--- config.mk ---
export PLATFORM = sky130hd
export DESIGN_NAME = game_flow_ctrl
export DESIGN_NICKNAME = d
export VERILOG_FILES = /design/src/rtl/game_pkg.sv /design/src/rtl/game_timer.sv /design/src/rtl/game_flow_ctrl.sv
export SDC_FILE = /design/constraint.sdc
export NUM_CORES = 1
export LEC_CHECK = 0
export CELL_PAD_IN_SITES_DETAIL_PLACEMENT = 1
export CELL_PAD_IN_SITES_GLOBAL_PLACEMENT = 1
export CORE_MARGIN = 2
export CORE_UTILIZATION = 35
export DETAILED_ROUTE_END_ITERATION = 7
export GPL_ROUTABILITY_DRIVEN = 1
export PLACE_DENSITY_LB_ADDON = 0.1
export SLEW_MARGIN = 20
export SYNTH_ARGS = -nofsm -noshare
export SYNTH_HDL_FRONTEND = slang
export SYNTH_HIERARCHICAL = 1
export SYNTH_SLANG_ARGS = --single-unit
--- constraint.sdc ---
create_clock -name clk -period 2.5 [get_ports clk]
set_clock_uncertainty 0.15 [all_clocks]
set_input_delay 0.75 -clock clk [delete_from_list [all_inputs] [get_ports clk]]
set_output_delay 0.75 -clock clk [all_outputs]
set_load 0.05 [all_outputs]
--- src/rtl/game_pkg.sv ---
// Shared game-state encoding so the HUD and screen muxes can decode the sequencer state
// without keeping their own copy of the encoding.
package game_pkg;

  typedef enum logic [2:0] {
    IDLE,
    LOAD,
    PLAY,
    HIT,
    CLEAR,
    WIN,
    LOSE
  } game_st_t;

  // HIT and CLEAR both hold for a fixed number of tick strobes before moving on.
  function automatic logic isPauseState(game_st_t s);
    return (s == HIT) || (s == CLEAR);
  endfunction

endpackage

--- src/rtl/game_timer.sv ---
// Loadable tick-driven down-counter used for the per-level time budget.
// Counts down only while enabled, never goes below zero.
module game_timer #(
  parameter int MAX = 60,
  parameter int W   = $clog2(MAX + 1)
)(
  input  logic         clk,
  input  logic         reset,
  input  logic         load,
  input  logic         en,
  input  logic         tick,
  output logic [W-1:0] count,
  output logic         zero
);

  localparam logic [W-1:0] FULL = W'(MAX);

  always_ff @(posedge clk or posedge reset) begin
    if (reset) begin
      count <= FULL;
    end else if (load) begin
      count <= FULL;
    end else if (en && tick && (count != '0)) begin
      count <= count - W'(1);
    end
  end

  assign zero = (count == '0);

endmodule

--- src/rtl/game_flow_ctrl.sv ---
// Top-level game sequencer: walks idle -> load -> play -> pause -> next level/retry -> win/lose,
// and owns the lives count, level index and level timer.
module game_flow_ctrl
  import game_pkg::*;
#(
  parameter int NUM_LEVELS  = 4,
  parameter int NUM_LIVES   = 3,
  parameter int LEVEL_TICKS = 60,
  parameter int PAUSE_TICKS = 2,
  localparam int LVW = $clog2(NUM_LEVELS + 1),
  localparam int LFW = $clog2(NUM_LIVES + 1),
  localparam int TW  = $clog2(LEVEL_TICKS + 1)
)(
  input  logic           clk,
  input  logic           reset,
  input  logic           tick,
  input  logic           startKey,
  input  logic           charHit,
  input  logic           levelClear,
  output logic           start,
  output logic           gameOn,
  output logic [LVW-1:0] level,
  output logic [LFW-1:0] livesLeft,
  output logic [TW-1:0]  timeLeft,
  output logic           winScreen,
  output logic           loseScreen
);

  localparam int PW = $clog2(PAUSE_TICKS + 1);

  localparam logic [LVW-1:0] LAST_LEVEL = LVW'(NUM_LEVELS - 1);
  localparam logic [LFW-1:0] FULL_LIVES = LFW'(NUM_LIVES);
  localparam logic [PW-1:0]  PAUSE_LAST = PW'(PAUSE_TICKS - 1);

  game_st_t      state;
  game_st_t      stateNext;
  logic [PW-1:0] pauseCnt;
  logic          startKeyPrev;
  logic          startRise;
  logic          timerZero;
  logic          miss;
  logic          pauseDone;
  logic          inPause;

  game_timer #(
    .MAX (LEVEL_TICKS),
    .W   (TW)
  ) levelTimer (
    .clk   (clk),
    .reset (reset),
    .load  (state == LOAD),
    .en    (state == PLAY),
    .tick  (tick),
    .count (timeLeft),
    .zero  (timerZero)
  );

  // A timeout is seen one cycle after the timer reaches zero, since zero comes from the register.
  assign miss      = charHit | timerZero;
  assign inPause   = isPauseState(state);
  assign pauseDone = inPause && tick && (pauseCnt == PAUSE_LAST);
  assign startRise = startKey & ~startKeyPrev;

  always_comb begin
    stateNext = state;
    case (state)
      IDLE:  if (startKey) stateNext = LOAD;
      LOAD:  stateNext = PLAY;
      PLAY: begin
        if (miss) begin
          stateNext = HIT;
        end else if (levelClear) begin
          stateNext = CLEAR;
        end
      end
      HIT:   if (pauseDone) stateNext = (livesLeft == '0) ? LOSE : LOAD;
      CLEAR: if (pauseDone) stateNext = (level == LAST_LEVEL) ? WIN : LOAD;
      WIN,
      LOSE:  if (startRise) stateNext = IDLE;
      default: stateNext = IDLE;
    endcase
  end

  always_ff @(posedge clk or posedge reset) begin
    if (reset) begin
      state        <= IDLE;
      level        <= '0;
      livesLeft    <= FULL_LIVES;
      pauseCnt     <= '0;
      startKeyPrev <= 1'b0;
    end else begin
      state        <= stateNext;
      startKeyPrev <= startKey;

      if (inPause) begin
        if (tick) pauseCnt <= pauseCnt + PW'(1);
      end else begin
        pauseCnt <= '0;
      end

      if ((state == PLAY) && miss && (livesLeft != '0)) begin
        livesLeft <= livesLeft - LFW'(1);
      end

      if ((state == CLEAR) && pauseDone && (level != LAST_LEVEL)) begin
        level <= level + LVW'(1);
      end

      // Any way back into IDLE starts a fresh game.
      if (stateNext == IDLE) begin
        level     <= '0;
        livesLeft <= FULL_LIVES;
      end
    end
  end

  assign start      = (state == LOAD);
  assign gameOn     = (state == PLAY);
  assign winScreen  = (state == WIN);
  assign loseScreen = (state == LOSE);

endmodule
==> metrics.cfg <==
[floorplanning]
fp.dieW_um = 60.60
start_util_pct = 36.72
rows = 20
die-area_sq_um = 3672
ios = 21
core_area_sq_um = 3053
die_y_um = 60.60

[place]
placed_area_sq_um = 1449
post-dp-hpwl_um = 2217
place_congestion = 0.7820
portBuffers = 20

[logic_synthesis]
synth_top_area_cell = dfrtp_1
syn_area_sq_um = 1121
synth_cells = 111
ys_seq_elements = 17
synth.avg_cell_area_sq_um = 10.10
synth_area_leaders = dfrtp_1 (25%), dfstp_2 (14%), ha_1 (6.7%)
netlist.area_leader.share_pct = 24.55
yosysSeqAreaShare_pct = 38.62
yosys_warnings = 6
synth_cell_types = 40
synthesis.nets = 123

[worst_setup_path]
rrSetupSlack_ns = 0.21
reg2reg_depth = 9
timing.rr.end = level[2]
worstPathRequired_ns = 1.60
path_cells = clkdlybuf4s50_1
arrival_ns = 1.51
path_buf_inv = 1
max_stage_delay_ns = 0.81
slowest_stage = clkdlybuf4s50_1
critPathCaptureType = output port
worst_path_dominant_cell_family = buffers and inverters
startpoint_type = flip-flop
crit_fanout = 3
crit_type = flip-flop to output port
rr_startpoint = levelTimer/count[0]
startpoint = level[0]

[min_path]
min_path_type = flip-flop to flip-flop
whs_path_depth = 2
hold_end = pauseCnt[0]
min_from = pauseCnt[0]

[routing]
drcViolationCount = 0
drtPass1Iterations = 5
drt_iter0_markers = 45
wl_um = 2793
vias = 940
wire_per_inst_um = 14.94
ant_nets = 0
routed_via_density = 5.027

[grt]
grt_busiest_layer = met2
grt_max_degree = 12
antenna_found_initial = 0
grt_overflow = 0
met3_usage_pct = 3.198
grt_pass1_vias = 982
use_met2_pct = 32.72
grt_usage_pct = 17.96
use_met1_pct = 20.96
grt_first_pass_wirelength_um = 4740

[clock_network]
clk_pin_slew_worst_paths_ns = 0.10
cts_htree_levels = 1
cts_made_buffers = 3
clock_insertion_delay_worst_skew_ns = 0.30
cts_hold_buf = 0
clkSinkCount = 17
cts.path.max_buffers = 2
cts_setup_buffers = 0
cts-resized-gates = 0
cts_tree = done
cts-root-buf = clkbuf_4

[timing]
rsz0062_at_grt = no
max_freq_mhz = 414.3
finalMaxSlewViolations = 0
hold_viol_final = 0
min_period_ns = 2.414
finalSetupTns_ns = 0
worstMarginPinSlew_ns = 0.5010
finalSetupViolCount = 0
period_share_pct = 96.56
max_slew_margin_pct = 66.54

[finish]
postLayoutCellArea_sq_um = 1498
seq_area_sq_um = 435.4
syn_to_final_growth_pct = 33.59
final_common_cell = buf_4
final_cell_mix = buf_4 (17), inv_1 (12), dfrtp_1 (9)
diodes = 0
layout-drive-gt1-share_pct = 33.57
finish.utilization_pct = 49.06
nets = 156
n_fill_cell = 356
multi_input_area_sq_um = 639.4

[power]
internal_power_uw = 895.0
peakVddDrop_v = 0.0005990
p_leak_uw = 0.0006713
p_comb_share_pct = 61.5
power_switching_uw = 830.9
cellPowerDensity_nw_per_um2 = 1152
seqPwrFrac_pct = 29.6
p_clk_share_pct = 8.9
swShare_pct = 48.14

[outcome]
outcome = finished clean

[job]
cap_violations = 0

area by class of cell:
cell class                      count  share of cell area [%]
Inverter                           13                   3.258
Timing Repair Buffer               30                   19.55
Multi-Input combinational cell     79                   42.69
Sequential cell                    17                   29.07
Clock buffer                        4                   1.754
Tap cell                           44                   3.676
worst max path at each step:
stage	end	depth (start not counted)
after global placement	levelTimer/count[0]	5
after global routing	start	4
after detailed placement	livesLeft[0]	6
after CTS	timeLeft[0]	1
final	level[0]	1
after floorplan	level[2]	9
power groups by stage:
stage / registers [uW] / clock network (uW) / logic, uW
2_1_floorplan: 599 / 0 / 566
3_5_place_dp: 512 / 0 / 1050
3_3_place_gp: 504 / 0 / 1020
4_1_cts: 508 / 157 / 1050
5_1_grt: 532 / 176 / 1150
6_report: 511 / 153 / 1060
state kept, by name (all words and copies together) (netlist names):
name              count
levelTimer/count      6
level                 3
pauseCnt              2
startKeyPrev          1
livesLeft             2
state                 3
Yosys cell counts:
cell type	number
inv_1	12
dfrtp_1	11
nor2_1	8
nand2_1	7
dfstp_2	6
ha_1	6
nand2b_1	4
o31ai_1	4
a31oi_1	3
mux2i_1	3
nor2b_1	3
o221a_2	3
xnor2_1	3
a21boi_0	2
a21oi_1	2
a311o_1	2
and2_1	2
buf_4	2
mux2_2	2
nand3_1	2
nor3_4	2
nor3b_2	2
o21ai_0	2
or4bb_1	2
a22oi_1	1
a311o_2	1
a32oi_1	1
and2b_1	1
and3_1	1
and3b_1	1
and4bb_2	1
clkinv_1	1
nand3_2	1
nor3b_1	1
o211ai_1	1
o31a_1	1
or2_2	1
or3b_4	1
or4_1	1
xor2_1	1
worst register-to-register path: stages (launching register included):
cell and delay [ns]:
dfrtp_1 0.43, inv_1 0.09, ha_1 0.23, and2b_1 0.17
and2_1 0.18, nor3b_2 0.22, nand2b_1 0.14, and3_1 0.20
inv_1 0.11, o31a_1 0.28
per-stage QoR:
| stage | instances | power (uW) | setup slack [ns] | hold WS [ns] |
|---|---|---|---|---|
| after CTS | 187 | 1717 | 0.04561 | 0.4258 |
| after global routing | 187 | 1855 | 0.0001364 | 0.4788 |
| after floorplan | 111 | 1166 | 0.01541 | 0.3644 |
| final | 187 | 1726 | 0.08608 | 0.4255 |
| after global placement | 183 | 1524 | 0.003221 | 0.3885 |
| after detailed placement | 183 | 1558 | -0.09431 | 0.4093 |
cell families (layout without fill, tap and decap cells):
group | after synthesis | count (layout) | synth area share [%]
AND/OR/NAND/NOR | 41 | 41 | 25.00
AO/OA/AOI/OAI | 23 | 23 | 16.18
flip-flops | 17 | 17 | 38.62
buffers and inverters | 15 | 47 | 5.691
adder cells (fa/ha/maj) | 6 | 6 | 6.696
multiplexers | 5 | 5 | 4.687
XOR/XNOR | 4 | 4 | 3.126
per-layer routing:
metal / share of wire, % / vias up
met2: 54 / 14
met5: 0 / -
li1: - / 461
met4: 1.4 / 0
met3: 2.8 / 5
met1: 41 / 460
(Power assumes the default switching activity.)
